File: src/rtl/windowed_accumulator_pkg.sv
// Shared types and helpers for the windowed accumulator.
// Holds the controller state encoding and a constant-width helper used to
// size the per-window sample counter.
package acc_pkg;

    typedef enum logic [1:0] {
        RUN   = 2'd0,
        DRAIN = 2'd1,
        HOLD  = 2'd2
    } acc_state_t;

    // Bits needed to index 'value' distinct codes (minimum 1).
    function automatic int clog2(input int value);
        int bits;
        int v;
        bits = 0;
        v    = value - 1;
        while (v > 0) begin
            bits = bits + 1;
            v    = v >> 1;
        end
        if (bits < 1) begin
            bits = 1;
        end
        return bits;
    endfunction

endpackage

File: src/rtl/windowed_accumulator_if.sv
// Sample-in / result-out handshake bundle for the windowed accumulator.
// slave is the accumulator's view, master is the producer/consumer view.
interface windowed_accumulator_if #(
    parameter int DATA_W = 4,
    parameter int ACC_W  = 8
);
    logic              in_valid;
    logic              in_ready;
    logic [DATA_W-1:0] in_data;
    logic              out_valid;
    logic              out_ready;
    logic [ACC_W-1:0]  out_sum;
    logic              out_ovf;
    logic [ACC_W-1:0]  sum_live;

    modport slave (
        input  in_valid, in_data, out_ready,
        output in_ready, out_valid, out_sum, out_ovf, sum_live
    );

    modport master (
        output in_valid, in_data, out_ready,
        input  in_ready, out_valid, out_sum, out_ovf, sum_live
    );
endinterface

File: src/rtl/windowed_accumulator_adder.sv
// Ripple-carry adder with carry-out, written as explicit XOR/AND/OR
// full-adder cells so every bit's carry path stays visible in timing reports.
module acc_adder #(
    parameter int W = 8
) (
    input  logic [W-1:0] a,
    input  logic [W-1:0] b,
    output logic [W-1:0] sum,
    output logic         cout
);
    logic [W:0]   c;
    logic [W-1:0] p;
    logic [W-1:0] g;
    logic [W-1:0] t;

    assign c[0] = 1'b0;

    for (genvar i = 0; i < W; i++) begin : g_fa
        assign p[i]   = a[i] ^ b[i];
        assign sum[i] = p[i] ^ c[i];
        assign g[i]   = a[i] & b[i];
        assign t[i]   = p[i] & c[i];
        assign c[i+1] = g[i] | t[i];
    end

    assign cout = c[W];
endmodule

File: src/rtl/windowed_accumulator.sv
// Windowed accumulator: sums WINDOW unsigned samples and hands each total
// downstream over a valid/ready handshake, with a registered input stage,
// sticky per-window overflow flag and a synchronous clear.
// Optional build macro ACC_SAT_EN: clamp the accumulator at all-ones after a
// carry-out instead of wrapping.
//
// state | meaning
// ------+------------------------------------------------------------
// RUN   | accepting samples, in_ready high unless clear
// DRAIN | window full, last sample still in the input register
// HOLD  | result presented, outputs frozen until out_ready
module windowed_accumulator
    import acc_pkg::*;
#(
    parameter int DATA_W = 4,
    parameter int ACC_W  = 8,
    parameter int WINDOW = 4
) (
    input  logic clk,
    input  logic rst,
    input  logic clear,
    windowed_accumulator_if.slave bus
);
    localparam int               CNT_W    = clog2(WINDOW + 1);
    localparam logic [CNT_W-1:0] CNT_LAST = CNT_W'(WINDOW);

    acc_state_t        state;
    acc_state_t        state_nxt;
    logic [DATA_W-1:0] b_reg;
    logic              b_vld;
    logic [ACC_W-1:0]  acc;
    logic [CNT_W-1:0]  cnt;
    logic [CNT_W-1:0]  cnt_inc;
    logic              ovf_win;
    logic              out_valid;
    logic [ACC_W-1:0]  out_sum;
    logic              out_ovf;
    logic              in_ready;
    logic              accept;
    logic              accept_last;
    logic              win_done;
    logic [ACC_W-1:0]  add_sum;
    logic              add_cout;
    logic              carry;
    logic [ACC_W-1:0]  acc_next;

    assign in_ready    = (state == RUN) && !clear;
    assign accept      = bus.in_valid && in_ready;
    assign cnt_inc     = cnt + 1'b1;
    assign accept_last = accept && (cnt_inc == CNT_LAST);

    acc_adder #(.W(ACC_W)) u_adder (
        .a    (acc),
        .b    (ACC_W'(b_reg)),
        .sum  (add_sum),
        .cout (add_cout)
    );

    assign carry = b_vld && add_cout;

`ifdef ACC_SAT_EN
    // Once a carry has been seen this window the total is pinned at full scale.
    assign acc_next = (ovf_win || carry) ? '1 : add_sum;
`else
    assign acc_next = add_sum;
`endif

    // Controller state register.
    always_ff @(posedge clk) begin
        if (rst) begin
            state <= RUN;
        end else begin
            state <= state_nxt;
        end
    end

    // Next-state decode; clear always returns the controller to RUN.
    always_comb begin
        state_nxt = state;
        win_done  = 1'b0;
        unique case (state)
            RUN: begin
                if (accept_last) begin
                    state_nxt = DRAIN;
                end
            end
            DRAIN: begin
                if (b_vld) begin
                    win_done  = 1'b1;
                    state_nxt = HOLD;
                end
            end
            HOLD: begin
                if (out_valid && bus.out_ready) begin
                    state_nxt = RUN;
                end
            end
            default: state_nxt = RUN;
        endcase
        if (clear) begin
            state_nxt = RUN;
            win_done  = 1'b0;
        end
    end

    // Input register, accumulator, counter and result registers.
    always_ff @(posedge clk) begin
        if (rst) begin
            b_reg     <= '0;
            b_vld     <= 1'b0;
            acc       <= '0;
            cnt       <= '0;
            ovf_win   <= 1'b0;
            out_valid <= 1'b0;
            out_sum   <= '0;
            out_ovf   <= 1'b0;
        end else if (clear) begin
            b_vld     <= 1'b0;
            acc       <= '0;
            cnt       <= '0;
            ovf_win   <= 1'b0;
            out_valid <= 1'b0;
        end else begin
            b_vld <= accept;
            if (accept) begin
                b_reg <= bus.in_data;
                cnt   <= cnt_inc;
            end
            if (win_done) begin
                out_sum   <= acc_next;
                out_ovf   <= ovf_win || carry;
                out_valid <= 1'b1;
                acc       <= '0;
                cnt       <= '0;
                ovf_win   <= 1'b0;
            end else begin
                if (b_vld) begin
                    acc     <= acc_next;
                    ovf_win <= ovf_win || carry;
                end
                if (out_valid && bus.out_ready) begin
                    out_valid <= 1'b0;
                end
            end
        end
    end

    assign bus.in_ready  = in_ready;
    assign bus.out_valid = out_valid;
    assign bus.out_sum   = out_sum;
    assign bus.out_ovf   = out_ovf;
    assign bus.sum_live  = acc;
endmodule

File: src/flat_wrapper.sv
// flat-port wrapper written by rule: the top's interface ports become plain ports
module windowed_accumulator_flat import acc_pkg::*;
#(
    parameter int DATA_W = 4,
    parameter int ACC_W  = 8,
    parameter int WINDOW = 4
)
  (clk, rst, clear, bus_in_valid, bus_in_data, bus_out_ready, bus_in_ready, bus_out_valid, bus_out_sum, bus_out_ovf, bus_sum_live);
  windowed_accumulator_if #(.DATA_W(DATA_W), .ACC_W(ACC_W)) bus_i ();
  input  logic clk;
  input  logic rst;
  input  logic clear;
  input wire logic [$bits(bus_i.in_valid)-1:0] bus_in_valid;
  input wire logic [$bits(bus_i.in_data)-1:0] bus_in_data;
  input wire logic [$bits(bus_i.out_ready)-1:0] bus_out_ready;
  output wire logic [$bits(bus_i.in_ready)-1:0] bus_in_ready;
  output wire logic [$bits(bus_i.out_valid)-1:0] bus_out_valid;
  output wire logic [$bits(bus_i.out_sum)-1:0] bus_out_sum;
  output wire logic [$bits(bus_i.out_ovf)-1:0] bus_out_ovf;
  output wire logic [$bits(bus_i.sum_live)-1:0] bus_sum_live;
  assign bus_i.in_valid = bus_in_valid;
  assign bus_i.in_data = bus_in_data;
  assign bus_i.out_ready = bus_out_ready;
  assign bus_in_ready = bus_i.in_ready;
  assign bus_out_valid = bus_i.out_valid;
  assign bus_out_sum = bus_i.out_sum;
  assign bus_out_ovf = bus_i.out_ovf;
  assign bus_sum_live = bus_i.sum_live;
  windowed_accumulator #(.DATA_W(DATA_W), .ACC_W(ACC_W), .WINDOW(WINDOW)) u_core (.clk(clk), .rst(rst), .clear(clear), .bus(bus_i));
endmodule
File: config.mk
export PLATFORM = sky130hd
export DESIGN_NAME = windowed_accumulator_flat
export DESIGN_NICKNAME = d
export VERILOG_FILES = /design/src/rtl/windowed_accumulator_pkg.sv /design/src/rtl/windowed_accumulator_if.sv /design/src/rtl/windowed_accumulator_adder.sv /design/src/rtl/windowed_accumulator.sv /design/src/flat_wrapper.sv
export SDC_FILE = /design/constraint.sdc
export NUM_CORES = 1
export LEC_CHECK = 0
export ABC_CLOCK_PERIOD_IN_PS = 3000
export CAP_MARGIN = 10
export CORE_UTILIZATION = 48
export CTS_CLUSTER_DIAMETER = 120
export DETAILED_ROUTE_END_ITERATION = 16
export GPL_ROUTABILITY_DRIVEN = 1
export PLACE_DENSITY = 0.77
export SYNTH_ARGS = -nofsm -noshare
export SYNTH_HDL_FRONTEND = slang
export SYNTH_SLANG_ARGS = --single-unit
File: constraint.sdc
create_clock -name clk -period 3 [get_ports clk]
set_input_delay 0.6 -clock clk [delete_from_list [all_inputs] [get_ports clk]]
set_output_delay 0.6 -clock clk [all_outputs]
set_load 0.02 [all_outputs]
## Word level (Yosys, flattened, before mapping)

Index checks and enable logic that the tools add are counted.

- Flip-flop bits (word level): 29
- Output and inout bits: 19

- $add $sub $neg: 1
- Equal/unequal tests: 6
- Muxes and demuxes: 9
- Bitwise operators: 26
- Reduce and logical (&&, ||, !) cells: 14

Operator list:

| cell | number |
|---|---|
| AND 1 bit | 11 |
| XOR 1 bit | 11 |
| two-way mux 2 bit | 3 |
| inequality test 2 x 1 -> 1 bit, second input constant | 3 |
| one-hot mux 2 bit (3 select lines) | 1 |
| logical AND 1 bit | 5 |
| two-way mux 1 bit | 5 |
| AND reduction 2 bit | 2 |
| adder 3 x 1 -> 3 bit, second input constant | 1 |
| == test 3 bit, second input constant | 1 |
| bitwise OR 1 bit | 3 |
| AND reduction 3 bit | 1 |
| OR reduction 3 bit | 1 |
| == test 2 x 1 -> 1 bit, second input constant | 1 |
| == test 2 bit, second input constant | 1 |
| logical NOT 2 bit | 1 |
| nonzero test 2 bit | 1 |
| OR reduction 2 bit | 1 |
| logical NOT 1 bit | 1 |
| logical OR 1 bit | 1 |
| NOT 1 bit | 1 |

## Logic depth before layout (Yosys ltp)

Gate-level depths: netlist of run 1.

- Depth after elaboration: 13
- Gate-level depth with buffers: 10
- Mapped depth without buffers: 10

## Modules after synthesis

A second synthesis of run 1 with hierarchy kept.

- Cell total of the unflattened synthesis: 124
- Area, all modules: 1256.2 um^2

By module, submodules not included:

| module | times used | cells an instance | area each (um^2) | sequential area each (um^2) |
|---|---|---|---|---|
| windowed_accumulator | 1 | 111 | 1084.8 | 580.6 |
| acc_adder | 1 | 13 | 171.4 | 0.0 |

## Worst setup path before layout of run 1

No wires, ideal clock.

- Kind: reg-to-reg
- Start point: register u_core.acc[0], in the netlist u_core.bus.sum_live[0]
- End point: register u_core.acc[7], in the netlist u_core.bus.sum_live[7]
- Setup time: 0.128 ns
- Arrival: 2.675 ns
- Required time: 2.872 ns
- Path slack: 0.198 ns
- Stages on the path, launching flop included: 11
- Cells stage by stage: dfxtp_1 ha_1 fa_1 fa_1 fa_1 ha_1 ha_1 ha_1 ha_1 mux2i_1 nor2_1

- Longest elaborated chain between the ends: 11

RTL lines:

| item | line | source |
|---|---|---|
| start, declared | windowed_accumulator.sv:31 | `logic [ACC_W-1:0] acc;` |
| start signal, assigned | windowed_accumulator.sv:138 | `acc <= acc_next;` |
| AND 1 bit | windowed_accumulator_adder.sv:21 | `assign g[i] = a[i] & b[i];` |
| AND 1 bit | windowed_accumulator_adder.sv:22 | `assign t[i] = p[i] & c[i];` |
| bitwise OR 1 bit | windowed_accumulator_adder.sv:23 | `assign c[i+1] = g[i] \| t[i];` |
| AND 1 bit | windowed_accumulator_adder.sv:22 |  |
| bitwise OR 1 bit | windowed_accumulator_adder.sv:23 |  |
| AND 1 bit | windowed_accumulator_adder.sv:22 |  |
| bitwise OR 1 bit | windowed_accumulator_adder.sv:23 |  |
| AND 1 bit (3 in a row) | windowed_accumulator_adder.sv:22 |  |
| XOR 1 bit | windowed_accumulator_adder.sv:20 | `assign sum[i] = p[i] ^ c[i];` |
| via u_core.acc_next[7] | windowed_accumulator.sv:45 | `logic [ACC_W-1:0] acc_next;` |

The timed path passes the listed nets, and every way through them passes these cells.
A chain may end at the register's enable or synchronous reset.

## Worst setup path in the final report of run 1

Same ends and word-level chain as after synthesis.

==> results of run 1 <==
-- cells by family (layout without fill, tap and decap cells) --
family	Yosys count	count (layout)	share of synthesized area
simple gates	42	42	0.163
mux	16	16	0.133
fa+ha+maj	10	10	0.122
compound gates	14	14	0.0642
buf+inv	7	39	0.0238
flops	29	29	0.480
xor+xnor	2	2	0.0145
-- routing by layer --
metal  wire length (um)  vias up  global-route usage
met2                998       20               0.295
met3                129        5              0.0928
met5                  0        -                   0
met1               1110      424               0.246
li1                   -      463                   -
met4                 46        0              0.0921
-- power breakdown --
part	internal [mW]	total, mW	switching, mW
combinational	0.0202	0.0383	0.0181
sequential	0.388	0.394	0.00517
clock	0.136	0.275	0.139
-- worst reg2reg max path, delay by kind of cell, from the launching register on --
kind	cells	cell delay, ns
multiplexers	1	0.14
adder cells (fa/ha/maj)	8	2.20
AND/OR/NAND/NOR	1	0.05
flip-flops	1	0.34
-- area by class of cell --
cell class / count / area (um2)
fillers: 191 / 713
multi-input cells: 84 / 606
flip-flops and latches: 29 / 581
repair buffers: 29 / 285
clock buffers: 7 / 65.1
well taps: 28 / 35.0
inverters: 2 / 7.51
clock inverters: 1 / 5.00
-- worst min path at each step --
stage,startpoint,end,slack [ns],cells past startpoint
2_1_floorplan,u_core.b_reg[0],u_core.b_reg[0],0.43,2
3_3_place_gp,u_core.b_reg[0],u_core.b_reg[0],0.45,2
3_5_place_dp,u_core.b_reg[0],u_core.b_reg[0],0.45,2
4_1_cts,u_core.b_reg[0],u_core.b_reg[0],0.47,2
5_1_grt,u_core.b_reg[0],u_core.b_reg[0],0.48,2
6_report,u_core.b_reg[0],u_core.b_reg[0],0.47,2
-- cells in the mapped netlist, drive strengths merged (2+ instances only) --
master   n
inv      2
nand2   12
clkbuf   3
a21oi    9
nor2    21
a21boi   2
dfxtp   29
nand2b   2
mux2i   16
buf      2
o21ai    2
fa       3
ha       7
-- per-stage QoR --
| step | setup WS, ns | std cells |
|---|---|---|
| after floorplan | 0.198 | 120 |
| after global placement | 0.230 | 172 |
| after detailed placement | 0.162 | 172 |
| after CTS | 0.131 | 180 |
| after global routing | 0.0162 | 180 |
| final | 0.147 | 180 |
==> run_results.csv, run 1 <==
group,metric,value,unit
worst_setup_path,rr_worst_depth,10,
timing,clock_skew,0.0123,ns
synthesis,ys_seq_elements,29,
synthesis,yosysTopAreaCellShare,0.480,
synthesis,syn_inst,120,
global_routing,antenna_found_initial,0,
worst_setup_path,path_cells,"ha_1 -> fa_1 -> fa_1 -> fa_1 -> ha_1 -> ha_1 -> ha_1 -> ha_1 -> mux2i_1 -> nor2_1",
clock_network,cts_max_level,2,
worst_setup_path,endpoint,"u_core.bus.sum_live[7]",
pwr,p_per_area,446,nW/um2
clock_network,clock_latency,0.34,ns
timing,period_needed,2.85,ns
routing,drt_iter0_drc,11,
flow_run,drv_cap,0,
worst_setup_path,critical_path.startpoint,"u_core.bus.sum_live[0]",
final_layout,drive_gt1_frac,0.0789,
synthesis,synth_nets,139,
worst_setup_path,cp_num_buf_inv,0,
routing,routed_wl,2280,um
worst_setup_path,r2r_end,"u_core.bus.sum_live[7]",
worst_setup_path,worst_path_max_delay_cell,"fa_1",
timing,rsz0062_at_grt,"no",
worst_setup_path,critical-path-max-stage-delay,0.38,ns
global_routing,grt_pass1_wl,3730,um
final_layout,final_cell_mix,"dfxtp_1, clkdlybuf4s50_1, nor2_1, mux2i_1, nand2_1",
clock_network,postCtsSetupRepairBufs,0,
synthesis,yosysUniqueCellTypes,24,
clock_network,cts_tree,"built",
synthesis,yosys.area.top_type,"dfxtp_1",
worst_setup_path,critPathKind,"flop to flop",
clock_network,cts_made_buffers,5,
clock_network,post_cts_resized,0,
worst_setup_path,r2r_slack,0.15,ns
synthesis,netlist_area,1210,um2
global_routing,grt_overflow,0,
final_layout,layout_commonest_cell,"dfxtp_1",
clock_network,root_buffer,"clkbuf_4",
worst_setup_path,crit_family,"adder cells",
floorplan,fp.dieH,52.2,um
place,io_buffers,27,
global_routing,track_usage,0.200,
worst_setup_path,worstSetupStartpointType,"flop",
timing,setup_viol,0,
worst_setup_path,worstPathArrival,3.06,ns
clock_network,cts.sinks,29,
timing,max_freq,0.351,GHz
clock_network,clk_pin_slew,0.09,ns
place,dpl_cell_area,1510,um2
floorplan,io-pin-count,28,
floorplan,chipWidth,52.2,um
final_layout,design_area,1580,um2
synthesis,synth-edff-count,0,
synthesis,yosysSeqAreaShare,0.480,
pwr,ir_drop,358,uV
routing,vias_per_cell,5.07,
floorplan,die_area,2720,um2
clock_network,holdBufCountCts,0,
final_layout,diodes,0,
timing,hold_violations,0,
clock_network,clock_path_buffers,2,
final_layout,final_core_util,0.690,
global_routing,grt_pass1_vias,879,
pwr,p_leak,0.599,nW
routing,ant_nets,0,
place,place_hpwl,1630,um
floorplan,core,2300,um2
synthesis,ys.flop_type,"dfxtp_1",
pwr,p_total,706,uW
worst_setup_path,worstReg2RegStart,"u_core.bus.sum_live[0]",
worst_setup_path,crit_fanout,3,
timing,finalSetupTns,0,ns
final_layout,area_growth_syn_to_layout,31.1,%
synthesis,synthArstFlopShare,0,
worst_hold_path,hold_path_class,"flop to flop",
synthesis,synthTopCellsByArea,"dfxtp_1, mux2i_1, ha_1",
synthesis,avgSynthCellArea,10.1,um2
timing,slew_headroom,0.597,
floorplan,initial_core_util,0.526,
global_routing,grt_max_degree,16,
worst_setup_path,crit_top_cell,"ha_1",
place,finalWeightedCongestion,0.751,
worst_setup_path,crit_required,3.20,ns
final_layout,num-nets-final,170,
routing,num_vias,912,
synthesis,yosysWarnings,0,
timing,holdWs,0.466,ns
routing,first_pass_iters,4,
worst_setup_path,end_kind,"flop",
outcome,status,"completed",
timing,tightest_slew,0.602,ns
timing,period_share,0.951,
timing,report.final.slew_viol_count,0,
floorplan,rows,17,
routing,drc,0,
routing,wl_per_cell,12.7,um
worst_setup_path,cp.depth,10,
Power figures use the tool's default switching activity.
==> inputs of run 2 (changes only) <==
--- a/config.mk
+++ b/config.mk
@@ -5,7 +5,6 @@
 export SDC_FILE = /design/constraint.sdc
 export NUM_CORES = 1
 export LEC_CHECK = 0
-export ABC_CLOCK_PERIOD_IN_PS = 3000
 export CAP_MARGIN = 10
 export CORE_UTILIZATION = 48
 export CTS_CLUSTER_DIAMETER = 120
==> results of run 2 <==
No change in the layout: final DEF, timing and power equal those of run 1.
